`src/rtl/detranspose.sv`:
```
// detranspose: inverse of the DWT column-output transpose on the IDWT path.
// Takes row-ordered beats A=(L0,L1), B=(H0,H1) and emits column-ordered
// pairs (L0,H0) then (L1,H1), one pair per cycle while dwt_work is high.
// Optional feature: define DETRANS_ERR_EN to build the sticky pair_err flag;
// without it pair_err is tied low and no error logic exists.
module detranspose #(
    parameter int DW = 16
) (
    input  logic          clk_tr,
    input  logic          rst_syn,
    input  logic          dwt_work,
    input  logic [DW-1:0] row_in1,
    input  logic [DW-1:0] row_in2,
    input  logic          row_vld,
    output logic [DW-1:0] col_ldata,
    output logic [DW-1:0] col_hdata,
    output logic          col_vld,
    output logic          pair_err
);

    logic          ph;        // 0: expecting beat A, 1: expecting beat B
    logic [DW-1:0] la0, la1;  // held beat A samples
    logic [DW-1:0] pl, ph1;   // second pair waiting to be drained
    logic          pend;

    logic beat_a, beat_b;
    assign beat_a = row_vld & ~ph;
    assign beat_b = row_vld &  ph;

    // Phase tracking; a missing valid inside a group drops the held A beat
    always_ff @(posedge clk_tr) begin
        if (rst_syn)
            ph <= 1'b0;
        else if (dwt_work)
            ph <= row_vld ? ~ph : 1'b0;
    end

    // Beat A capture
    always_ff @(posedge clk_tr) begin
        if (rst_syn) begin
            la0 <= '0;
            la1 <= '0;
        end else if (dwt_work && beat_a) begin
            la0 <= row_in1;
            la1 <= row_in2;
        end
    end

    // Output pair and pending pair: beat B wins over a drain
    always_ff @(posedge clk_tr) begin
        if (rst_syn) begin
            col_ldata <= '0;
            col_hdata <= '0;
            col_vld   <= 1'b0;
            pl        <= '0;
            ph1       <= '0;
            pend      <= 1'b0;
        end else if (dwt_work) begin
            if (beat_b) begin
                col_ldata <= la0;
                col_hdata <= row_in1;
                col_vld   <= 1'b1;
                pl        <= la1;
                ph1       <= row_in2;
                pend      <= 1'b1;
            end else if (pend) begin
                col_ldata <= pl;
                col_hdata <= ph1;
                col_vld   <= 1'b1;
                pend      <= 1'b0;
            end else begin
                col_vld   <= 1'b0;
            end
        end
    end

`ifdef DETRANS_ERR_EN
    // Sticky error: broken group, or beat B arriving over an undrained pair
    always_ff @(posedge clk_tr) begin
        if (rst_syn)
            pair_err <= 1'b0;
        else if (dwt_work && ((ph && !row_vld) || (beat_b && pend)))
            pair_err <= 1'b1;
    end
`else
    assign pair_err = 1'b0;
`endif

endmodule
```
`config.mk`:
```
export PLATFORM = sky130hd
export DESIGN_NAME = detranspose
export DESIGN_NICKNAME = d
export VERILOG_FILES = /design/src/rtl/detranspose.sv
export SDC_FILE = /design/constraint.sdc
export NUM_CORES = 1
export LEC_CHECK = 0
export ABC_AREA = 0
export BUFFER_PORTS_ARGS = -buffer_cell sky130_fd_sc_hd__buf_2
export CELL_PAD_IN_SITES_DETAIL_PLACEMENT = 1
export CELL_PAD_IN_SITES_GLOBAL_PLACEMENT = 1
export CORE_MARGIN = 10
export CORE_UTILIZATION = 44
export DETAILED_ROUTE_END_ITERATION = 16
export GPL_TIMING_DRIVEN = 0
export PLACE_DENSITY = 0.87
export SYNTH_ARGS = -nofsm -noshare
export SYNTH_HDL_FRONTEND = slang
export SYNTH_SLANG_ARGS = --single-unit
```
`constraint.sdc`:
```
create_clock -name clk_tr -period 3.45 [get_ports clk_tr]
set_clock_uncertainty 0.2 [all_clocks]
set_input_delay 0.69 -clock clk_tr [delete_from_list [all_inputs] [get_ports clk_tr]]
set_output_delay 0.69 -clock clk_tr [all_outputs]
set_load 0.02 [all_outputs]
```
== Word level (Yosys, flattened, before mapping) ==
Cells that the tools add are included.

* $add $sub $neg: 0
* $mul: 0
* Div/mod/pow operators: 0
* Order comparisons: 0
* Eq/ne operators: 0
* Shift-type cells: 0
* Muxes and demuxes: 8
* Bitwise gates (word level): 3
* Reductions and logical operators: 4

{| class="wikitable"
|+ Operator list
! operator !! count
|-
| $mux 16 || 4
|-
| $mux 1 || 4
|-
| $reduce_and 2->1 || 2
|-
| $and 1x1->1 || 2
|-
| $reduce_bool 2->1 || 1
|-
| $logic_and 1x1->1 || 1
|-
| $not 1->1 || 1
|}

* Register bits after elaboration: 99
* Bits in latches: 0
* Bits in writable memories: 0
* Memory bits (read-only): 0
* Bits of input ports: 36
* Word-level logic and storage cells: 24
* Memories kept: 0

== Depth between registers and ports, before layout ==
Gate-level depths: netlist of the first run.

* Word-level depth: 3
* Mapped depth: 6
* Mapped depth without buffers: 3

== Worst setup path after synthesis of the first run ==
No wires, ideal clock.

* Kind: input -> register
* Start point: input port row_vld
* End point: register col_hdata[10]
* Library setup time: 0.089 ns
* Arrival time: 1.553 ns
* Data required time: 3.161 ns
* Setup slack: 1.608 ns
* Stages on the path: 6
* Buffers on the path: 3
* Path through: a21o_1 -> buf_6 -> and2_1 -> buf_6 -> buf_6 -> a311oi_2

* Longest elaborated chain between the ends: 3
* Elaborated cells between the ends (all ways): 4
* Classes of those cells: mux (1); bitwise (1); reduce/logical (2)

{| class="wikitable"
|+ RTL lines
! what !! line !! RTL
|-
| start: declaration || 14 || <nowiki>input logic row_vld,</nowiki>
|-
| $and 1x1->1 (*) || 28 || <nowiki>assign beat_b = row_vld & ph;</nowiki>
|-
| $reduce_bool 2->1 (no line) || n/a ||
|-
| $reduce_and 2->1 (no line) || n/a ||
|-
| end signal: assignment || 61 || <nowiki>col_hdata <= row_in1;</nowiki>
|-
| end signal: assignment || 68 || <nowiki>col_hdata <= ph1;</nowiki>
|-
| end: declaration || 16 || <nowiki>output logic [DW-1:0] col_hdata,</nowiki>
|}

Mark *: on every way between the ends. The rest lies on a longest branch, timed or not.
A chain may end at the register's enable or synchronous reset.

== Final worst setup path of the first run ==
* Start point: input port dwt_work
* End point: register pl[6]

* Longest elaborated chain between the ends: 1

{| class="wikitable"
|+ RTL lines
! what !! line !! RTL
|-
| start: declaration || 11 || <nowiki>input logic dwt_work,</nowiki>
|-
| $reduce_and 2->1 (no line) || n/a ||
|-
| end signal: assignment || 63 || <nowiki>pl <= la1;</nowiki>
|-
| end: declaration || 23 || <nowiki>logic [DW-1:0] pl, ph1;</nowiki>
|}

Every way passes these cells.

==> results.cfg, run 1 <==
[power_and_ir_drop]
power.net_switching_mw = 0.5907
ir_drop_mv = 0.2213
power_density_mw_per_mm2 = 455.5
power.internal_mw = 1.537
cell_leakage_power_nw = 1.632
clockPowerShare_pct = 32.7
comb_power_share_pct = 11.0
power.switching_fraction_pct = 27.76
pwr-share-seq_pct = 56.3

[layout]
drive_above_1_share_pct = 23.89
final_net_count = 596
finalCoreUtilization_pct = 53.05
antenna_cells_inserted = 0
layout-area-overhead-vs-synth_pct = 16.11

[cts]
cts.repair_timing.setup_buffer_count = 0
worst_skew_pair.late_latency_ns = 0.37
cts_buffer_depth = 2
cts-root-buf = sky130_fd_sc_hd__clkbuf_8
cts.repair.resized = 0
cts_inserted_buffers = 9
cts_hold_repair.buffers = 0
cts-htree-levels = 3
cts.reportedPaths.clkPinSlew_ns = 0.10
numClockSinks = 99
tritoncts = yes

[worst_setup_path]
worst_r2r_endpoint = pl[6]
critical_path.n_buffers_inverters = 3
setup.worst_path.start_class = primary input
worst-r2r-setup-slack_ns = 1.64
crit_path_cell_trace = buf_2 -> buf_2 -> nand3_1 -> clkbuf_1 -> nand2_1 -> a21oi_1
timing.rr.start = ph
worstSetupEndpointType = flip-flop
cpMostUsedCell = sky130_fd_sc_hd__buf_2
worst_path_dominant_cell_family = buffers and inverters
critPathRequiredTime_ns = 3.55
depth_of_the_worst_register_to_register_path = 5
crit_arrival_ns = 2.01
timing.critical_path.slowest_stage_cell = sky130_fd_sc_hd__clkbuf_1
crit_path_max_incr_delay_ns = 0.42
type_of_the_worst_setup_path = in -> reg
crit_fanout = 10

[hold_path]
timing.hold.worst_path_depth = 2
hold_path.class = reg -> reg
min-delay-start = la1[14]
min_delay_worst_endpoint = la1[14]

[flow_run]
timing.max_cap.violations = 0

[global_route]
grt_first_pass_wirelength_um = 20770
grt_start_max_net_pins = 17
grt.overflow.total = 0
groute.usage.overall_pct = 19.64
grt_antenna_before_repair = 0
vias_in_the_first_global_route = 3995

[route]
avgViaCountPerCell = 5.492
drt-total-wl_um = 12960
vias = 3696
1st_iter_drt_viols = 160
route.antenna.remaining_nets = 0
drt_pre_antenna_iters = 4
wire_per_inst_um = 19.25
drcViolationCount = 0

[synthesis]
synth_area_leaders = sky130_fd_sc_hd__dfxtp_1, sky130_fd_sc_hd__nand2_1, sky130_fd_sc_hd__a21oi_1
ys_ff_latch = 99
syn_nets = 518
post_synth_instance_area_sq_mm = 0.004024
synth-async-reset-ratio_pct = 0
area_share_of_the_leading_cell_type_in_the_synthesized_netlist_pct = 49.25
synth-seq-area-share_pct = 49.25
postSynthCellCount = 482
synth.yosys.warnings = 0
netlist_top_cells_count = sky130_fd_sc_hd__nand2_1, sky130_fd_sc_hd__dfxtp_1, sky130_fd_sc_hd__a21oi_1
synthDistinctLibCells = 21
postSynthAreaPerCell_sq_um = 8.348
synth-edff-count = 0
synth_top_area_cell = sky130_fd_sc_hd__dfxtp_1
yosysMostFrequentCell = sky130_fd_sc_hd__nand2_1
ys_dominant_reg_cell = sky130_fd_sc_hd__dfxtp_1

[place]
portBuffers = 67
post-dp-hpwl_um = 9736
place_congestion = 0.8461

[timing]
max_slew_margin_pct = 47.32
maxSlewViolCount = 0
finalCritPeriodShare_pct = 55.42
max_clock_freq_ghz = 0.5230
layout_min_cycle_time_ns = 1.912
grt_setup_unrepaired = false
finalHoldViolCount = 0
totalNegativeSetupSlack_ns = 0
worst-slew-pin-transition_ns = 0.7902
setup-violations-final = 0

[floorplanning]
die_x_um = 115.6
chipHeight_um = 115.6
floorplan.core_area_sq_mm = 0.008806
placement_rows = 34
die_area_sq_mm = 0.01337
initial_core_util_pct = 45.69
io_pins = 70

[run_status]
status = completed
metrics by stage:
step / setup WS [ns] / instances / hold slack [ns] / instance area, sq um / power [mW]
3_5_place_dp: 1.171 / 657 / 0.2502 / 4494 / 1.455
5_1_grt: 1.412 / 673 / 0.2806 / 4672 / 2.204
3_3_place_gp: 1.232 / 657 / 0.2433 / 4494 / 1.445
2_1_floorplan: 1.608 / 482 / 0.2321 / 4024 / 1.364
4_1_cts: 1.553 / 673 / 0.2642 / 4672 / 2.132
6_report: 1.538 / 673 / 0.2626 / 4672 / 2.128
cell type report:
type	instances	area, sq um
Sequential cell	99	1982
Buffer	49	245.2
Clock inverter	5	36.28
Fill cell	1112	4134
Timing Repair Buffer	67	335.3
Multi-Input combinational cell	334	1797
Tap cell	108	135.1
Clock buffer	11	141.4
worst register-to-register path, cell delays in order (launching register included):
cell                       delay, ns
sky130_fd_sc_hd__dfxtp_1        0.33
sky130_fd_sc_hd__buf_2          0.19
sky130_fd_sc_hd__nand3_1        0.31
sky130_fd_sc_hd__clkbuf_1       0.42
sky130_fd_sc_hd__nand2_1        0.12
sky130_fd_sc_hd__a21oi_1        0.18
per-layer routing:
layer  vias up  share of wire (%)  global-route usage [%]
li1       1799                  -                       -
met1      1795                 44                   23.81
met2        78                 49                   33.60
met3        24                4.7                   4.651
met4         0                2.3                   6.422
met5         -                  0                       0
registers in the layout, summed over array words and instances, names as in the netlist:
name / cells
ph: 1
pend: 1
col_hdata: 16
col_vld: 1
pl: 16
la1: 16
la0: 16
ph1: 16
col_ldata: 16
placed cells by master (no fill, tap or decap):
cell,instances
sky130_fd_sc_hd__clkinvlp_4,3
sky130_fd_sc_hd__a311oi_2,30
sky130_fd_sc_hd__nand2_1,160
sky130_fd_sc_hd__inv_6,1
sky130_fd_sc_hd__clkinv_2,1
sky130_fd_sc_hd__and2_1,1
sky130_fd_sc_hd__buf_4,1
sky130_fd_sc_hd__mux2i_1,1
sky130_fd_sc_hd__nor2_1,1
sky130_fd_sc_hd__nand3b_1,1
sky130_fd_sc_hd__and3b_1,1
sky130_fd_sc_hd__conb_1,1
sky130_fd_sc_hd__clkbuf_8,10
sky130_fd_sc_hd__and3_1,1
sky130_fd_sc_hd__buf_6,5
sky130_fd_sc_hd__buf_2,83
sky130_fd_sc_hd__a21o_1,1
sky130_fd_sc_hd__nand2_2,1
sky130_fd_sc_hd__buf_1,1
sky130_fd_sc_hd__nand2b_1,2
sky130_fd_sc_hd__dfxtp_1,99
sky130_fd_sc_hd__a21oi_1,98
sky130_fd_sc_hd__a311oi_1,2
sky130_fd_sc_hd__nand3_1,33
sky130_fd_sc_hd__clkbuf_1,27
worst max-delay path by stage:
stage	endpoint	slack (ns)	start	cells past startpoint
after floorplan	col_hdata[10]	1.61	row_vld	6
after global placement	col_hdata[9]	1.23	row_vld	6
after detailed placement	pl[6]	1.17	dwt_work	6
after CTS	pl[6]	1.55	dwt_work	6
after global routing	pl[14]	1.41	dwt_work	6
final	pl[6]	1.54	dwt_work	6
power groups by stage:
stage	clock, mW	combinational, mW	sequential, mW
floorplan	0	0.130	1.23
global placement	0	0.224	1.22
detailed placement	0	0.232	1.22
CTS	0.701	0.234	1.20
global route	0.746	0.256	1.20
finish	0.696	0.234	1.20
cell families (layout without fill, tap and decap cells):
group,count (synthesis),count (layout),share of synthesized area [%]
muxes,1,1,0.2488
and+or+nand+nor,201,201,20.31
DFF,99,99,49.25
other,1,1,0.09319
AOI/OAI and AO/OA,131,131,24.01
buffers and inverters,49,132,6.094
Power figures use the tool's default switching activity.
==> run 2: changes to the inputs <==
--- a/config.mk
+++ b/config.mk
@@ -10,10 +10,10 @@
 export CELL_PAD_IN_SITES_DETAIL_PLACEMENT = 1
 export CELL_PAD_IN_SITES_GLOBAL_PLACEMENT = 1
 export CORE_MARGIN = 10
-export CORE_UTILIZATION = 44
+export CORE_UTILIZATION = 41
 export DETAILED_ROUTE_END_ITERATION = 16
 export GPL_TIMING_DRIVEN = 0
-export PLACE_DENSITY = 0.87
+export PLACE_DENSITY = 0.82
 export SYNTH_ARGS = -nofsm -noshare
 export SYNTH_HDL_FRONTEND = slang
 export SYNTH_SLANG_ARGS = --single-unit
==> constraint.sdc (replaced) <==
create_clock -name clk_tr -period 1.83 [get_ports clk_tr]
set_clock_uncertainty 0.2 [all_clocks]
set_input_delay 0.366 -clock clk_tr [delete_from_list [all_inputs] [get_ports clk_tr]]
set_output_delay 0.366 -clock clk_tr [all_outputs]
set_load 0.02 [all_outputs]
==> run 2 against run 1 <==
  * Sequential power grew 88%
  * First-iteration DRC count grew 44%
  * Die area grew 6.0%
  * Critical endpoint is now col_ldata[4]
  * Largest cell class unchanged
==> results.cfg, run 2 (synthesized netlist as in run 1, its figures left out) <==
[run_status]
status = completed

[layout]
multiInputGateArea_sq_mm = 0.001797
final_net_count = 596
register_area_sq_mm = 0.001982
finalCoreUtilization_pct = 48.75
mostFrequentLayoutCell = sky130_fd_sc_hd__nand2_1
fillerInstances = 1221
layout-area-overhead-vs-synth_pct = 17.32
final_cell_mix = sky130_fd_sc_hd__nand2_1, sky130_fd_sc_hd__dfxtp_1, sky130_fd_sc_hd__a21oi_1
antenna_cells_inserted = 0
drive_above_1_share_pct = 25.49
final_cells = 698

[cts]
cts-root-buf = sky130_fd_sc_hd__clkbuf_8
cts_buffer_depth = 2
cts_hold_repair.buffers = 0
cts.reportedPaths.clkPinSlew_ns = 0.10
worst_skew_pair.late_latency_ns = 0.37
tritoncts = yes
cts-htree-levels = 3
numClockSinks = 99
cts_inserted_buffers = 9

[global_route]
global_route.usage.met3_pct = 3.826
grt.busiest_layer = met2
grt_antenna_before_repair = 0
grt.overflow.total = 0
grt_start_max_net_pins = 19
grt_first_pass_wirelength_um = 20440
vias_in_the_first_global_route = 3865
globalRouteMet1Util_pct = 21.81
groute.usage.overall_pct = 17.67
global_route.usage.met2_pct = 29.81

[power_and_ir_drop]
ir_drop_mv = 0.4485
power_density_mw_per_mm2 = 858.2
cell_leakage_power_nw = 1.660
report.power.total_mw = 4.051

[floorplanning]
io_pins = 70
die_x_um = 119.1
placement_rows = 36
initial_core_util_pct = 41.55
chipHeight_um = 119.1
die_area_sq_mm = 0.01418
floorplan.core_area_sq_mm = 0.009684

[worst_setup_path]
critPathRequiredTime_ns = 1.91
worstSetupEndpointType = flip-flop
worst_path_dominant_cell_family = buffers and inverters
timing.critical_path.slowest_stage_cell = sky130_fd_sc_hd__clkbuf_1
crit_arrival_ns = 1.87
critical_path.n_buffers_inverters = 2
crit_fanout = 10
crit_path_max_incr_delay_ns = 0.42
setup.worst_path.start_class = flip-flop
crit_path_cell_trace = buf_2 -> clkbuf_1 -> nand3_1 -> a311oi_2
type_of_the_worst_setup_path = reg -> reg

[place]
place_congestion = 0.8701
portBuffers = 67
post-dp-hpwl_um = 9753
placed_cells = 682

[flow_run]
timing.max_cap.violations = 0

[route]
wire_per_inst_um = 18.22
drcViolationCount = 0
drt_pre_antenna_iters = 4
avgViaCountPerCell = 5.289
1st_iter_drt_viols = 230
route.antenna.remaining_nets = 0
vias = 3692
drt-total-wl_um = 12720

[timing]
worst_hold_slack_ns = 0.03545
setup-violations-final = 0
max_slew_margin_pct = 46.36
grt_setup_unrepaired = true
finalCritPeriodShare_pct = 97.53
max_clock_freq_ghz = 0.5603
worst-slew-pin-transition_ns = 0.8047
finalHoldViolCount = 0
maxSlewViolCount = 0
layout_min_cycle_time_ns = 1.785
totalNegativeSetupSlack_ns = 0

[hold_path]
hold_path.class = in -> reg
[run 2: changes by cell type in the layout (fill, tap and decap cells not counted), sizes merged]
cell / before / now
clkinv: 1 / 3
clkinvlp: 3 / 2
clkbuf: 37 / 35
inv: 1 / 2
[run 2: what timing repair did]
item | CTS | global route
gates resized for setup | 0 | 16
endpoints found under the setup margin | 0 | 40
setup buffers | 0 | 0
[run 2: per-stage QoR]
stage	setup slack, ns	instance area (sq um)
final	0.04513	4721
after global placement	-0.08582	4526
after global routing	-0.04174	4721
after detailed placement	-0.1114	4526
after CTS	0.03304	4711
after floorplan	0.3124	4024
[run 2: metal layers]
layer | vias up | share of wire (%) | wire [um]
met1 | 1801 | 46 | 5805
met3 | 12 | 4.5 | 576
met5 | - | 0 | 0
met4 | 0 | 1.2 | 156
li1 | 1800 | - | -
met2 | 79 | 49 | 6182
[run 2: path summary, 6_finish.rpt]
kind / from / end / slack, ns / depth (start not counted)
setup / recovery: ph / col_ldata[4] / 0.05 / 4
hold / removal: row_in2[7] / ph1[7] / 0.04 / 3
setup reg to reg: ph / col_ldata[4] / 0.05 / 4
hold reg to reg: la1[0] / pl[0] / 0.26 / 2
[run 2: worst reg2reg max path, stage by stage, from the launching register on]
cell                       delay [ns]
sky130_fd_sc_hd__dfxtp_1         0.36
sky130_fd_sc_hd__buf_2           0.22
sky130_fd_sc_hd__clkbuf_1        0.42
sky130_fd_sc_hd__nand3_1         0.22
sky130_fd_sc_hd__a311oi_2        0.29
[run 2: where the power goes]
group | total, mW | switching [mW] | internal, mW
Clock | 1.35 | 0.836 | 0.516
Combinational | 0.441 | 0.296 | 0.145
Sequential | 2.26 | 0.0388 | 2.22
Total | 4.05 | 1.17 | 2.88
[run 2: final cells by class]
cell class | count | share of cell area [%]
buffer | 49 | 5.407
clock buffer | 9 | 2.624
clock inverter | 7 | 1.299
multi-input combinational | 334 | 38.06
sequential | 99 | 41.98
tap | 133 | 3.525
timing repair buffer | 67 | 7.103
==> run 3: changes to the inputs <==
==> config.mk (replaced) <==
export PLATFORM = sky130hd
export DESIGN_NAME = detranspose
export DESIGN_NICKNAME = d
export VERILOG_FILES = /design/src/rtl/detranspose.sv
export SDC_FILE = /design/constraint.sdc
export NUM_CORES = 1
export LEC_CHECK = 0
export ABC_AREA = 0
export CELL_PAD_IN_SITES_DETAIL_PLACEMENT = 1
export CELL_PAD_IN_SITES_GLOBAL_PLACEMENT = 1
export CORE_MARGIN = 10
export CORE_UTILIZATION = 46
export DETAILED_ROUTE_END_ITERATION = 16
export DONT_BUFFER_PORTS = 1
export GPL_TIMING_DRIVEN = 0
export PLACE_DENSITY = 0.81
export SYNTH_ARGS = -nofsm -noshare
export SYNTH_HDL_FRONTEND = slang
export SYNTH_SLANG_ARGS = --single-unit
==> run 3 against run 2 <==
  * Highest routed layer unchanged
  * Register-to-register slack better by 0.07 ns
  * Die area is 9.1% lower
  * Largest cell class unchanged
  * Non-clock buffer count down 34
==> results.cfg, run 3 (synthesized netlist as in run 1, its figures left out) <==
[route]
drt_pre_antenna_iters = 4
1st_iter_drt_viols = 236
vias = 3585
drt-total-wl_um = 12860
drcViolationCount = 0
wire_per_inst_um = 20.13
route.antenna.remaining_nets = 0
avgViaCountPerCell = 5.610

[flow_run]
timing.max_cap.violations = 0

[layout]
final_net_count = 562
layout-area-overhead-vs-synth_pct = 17.60
antenna_cells_inserted = 0
fillerInstances = 1038
final_cell_mix = sky130_fd_sc_hd__nand2_1, sky130_fd_sc_hd__dfxtp_1, sky130_fd_sc_hd__a21oi_1
drive_above_1_share_pct = 14.69
mostFrequentLayoutCell = sky130_fd_sc_hd__nand2_1
layout.cell_area.non_filler_sq_mm = 0.004732

[cts]
cts_inserted_buffers = 9
cts_buffer_depth = 2
cts.reportedPaths.clkPinSlew_ns = 0.10
tritoncts = yes
cts-root-buf = sky130_fd_sc_hd__clkbuf_8
worst_skew_pair.late_latency_ns = 0.37
numClockSinks = 99
cts-htree-levels = 3
cts.repair_timing.setup_buffer_count = 0

[global_route]
grt_first_pass_wirelength_um = 20140
grt.overflow.total = 0
grt_start_max_net_pins = 17
groute.usage.overall_pct = 19.60
grt_antenna_before_repair = 0
vias_in_the_first_global_route = 3796

[floorplanning]
io_pins = 70
die_x_um = 113.5
placement_rows = 34
die_area_sq_mm = 0.01289
chipHeight_um = 113.5
initial_core_util_pct = 46.60
floorplan.core_area_sq_mm = 0.008636

[place]
place_congestion = 0.8043
portBuffers = 0
post-dp-hpwl_um = 9275
placedInstanceArea_sq_mm = 0.004159

[timing]
worst-slew-pin-transition_ns = 0.7721
layout_min_cycle_time_ns = 1.719
maxSlewViolCount = 0
max_clock_freq_ghz = 0.5818
finalCritPeriodShare_pct = 93.93
finalHoldViolCount = 0
max_slew_margin_pct = 48.53
setup-violations-final = 0
totalNegativeSetupSlack_ns = 0

[power_and_ir_drop]
report.power.total_mw = 4.298
power_density_mw_per_mm2 = 908.3
ir_drop_mv = 0.7938
cell_leakage_power_nw = 1.517

[worst_setup_path]
timing.rr.start = ph
worst_r2r_endpoint = col_ldata[6]
setup.worst_path.start_class = flip-flop
worst-r2r-setup-slack_ns = 0.11
depth_of_the_worst_register_to_register_path = 5
worst_path_dominant_cell_family = compound AO/OA/AOI/OAI gates
crit_arrival_ns = 1.81
type_of_the_worst_setup_path = reg -> reg
critical_path.n_buffers_inverters = 2
crit_path_max_incr_delay_ns = 0.39
worstSetupEndpointType = flip-flop
critPathRequiredTime_ns = 1.92
timing.critical_path.slowest_stage_cell = sky130_fd_sc_hd__clkbuf_1
crit_fanout = 10
crit_path_cell_trace = a21o_1 -> buf_6 -> clkbuf_1 -> a21oi_1 -> a311oi_2

[run_status]
status = completed

[hold_path]
min-delay-start = row_in1[12]
min_delay_worst_endpoint = col_hdata[12]
timing.hold.worst_path_depth = 2
hold_path.class = in -> reg
## run 3: cell types whose count changed in the layout (fill, tap and decap cells not counted)
cell | previous run | this run
sky130_fd_sc_hd__buf_2 | 83 | 15
sky130_fd_sc_hd__bufinv_16 | 0 | 2
sky130_fd_sc_hd__clkbuf_1 | 18 | 17
sky130_fd_sc_hd__clkbuf_2 | 8 | 10
sky130_fd_sc_hd__clkbuf_4 | 0 | 1
sky130_fd_sc_hd__clkbuf_8 | 9 | 10
sky130_fd_sc_hd__clkinvlp_4 | 2 | 0
sky130_fd_sc_hd__dlygate4sd3_1 | 0 | 33
sky130_fd_sc_hd__inv_6 | 1 | 0
sky130_fd_sc_hd__inv_8 | 1 | 0
## run 3: where the power goes
group | internal (mW) | leakage, nW | switching [mW]
clock | 0.816 | 0.114 | 0.787
combinational | 0.152 | 0.600 | 0.250
sequential | 2.22 | 0.803 | 0.0745
## run 3: area by class of cell
| cell class | count | area (sq um) | share of cell area [%] |
|---|---|---|---|
| sequential | 99 | 1982 | 41.88 |
| multi-input combinational | 334 | 1797 | 37.97 |
| timing repair buffer | 33 | 330.3 | 6.980 |
| buffer | 49 | 260.3 | 5.500 |
| clock buffer | 11 | 141.4 | 2.988 |
| tap | 108 | 135.1 | 2.856 |
| clock inverter | 5 | 86.33 | 1.824 |
## run 3: through the flow
| stage | util (%) | hold slack (ns) | std cells | setup slack, ns |
|---|---|---|---|---|
| floorplan | - | 0.2321 | 482 | 0.3124 |
| global placement | 48.16 | 0.2428 | 590 | -0.01587 |
| detailed placement | 48.16 | 0.2481 | 590 | -0.02053 |
| CTS | 54.51 | 0.0008017 | 638 | 0.02424 |
| global route | 54.80 | 0.007326 | 639 | -0.01249 |
| finish | 54.80 | 0.005940 | 639 | 0.1111 |
## run 3: worst reg2reg max path, cell delays in order (launching register included)
cell                       delay, ns
sky130_fd_sc_hd__dfxtp_1        0.36
sky130_fd_sc_hd__a21o_1         0.14
sky130_fd_sc_hd__buf_6          0.13
sky130_fd_sc_hd__clkbuf_1       0.39
sky130_fd_sc_hd__a21oi_1        0.16
sky130_fd_sc_hd__a311oi_2       0.26
## run 3: timing repair
action                                 4_1_cts  5_1_grt
setup endpoints to repair                    0       46
hold buffers                                32        1
resized for setup                            0       21
endpoints found under the hold margin       55        1
## run 3: worst max path at each step
stage	start	to	slack, ns	depth (start not counted)
2_1_floorplan	row_vld	col_hdata[10]	0.31	6
3_3_place_gp	row_vld	col_hdata[10]	-0.02	5
3_5_place_dp	row_vld	col_hdata[14]	-0.02	5
4_1_cts	ph	col_hdata[14]	0.02	5
5_1_grt	ph	pl[0]	-0.01	6
6_report	ph	col_ldata[6]	0.11	5
## run 3: per-layer routing
metal  global-route usage (%)  vias to the layer above  share of wire [%]
met2                    33.98                       85                 50
met5                        0                        -                  0
met4                    5.245                        0                1.3
met1                    22.61                     1754                 42
met3                    6.352                       14                6.4
li1                         -                     1732                  -
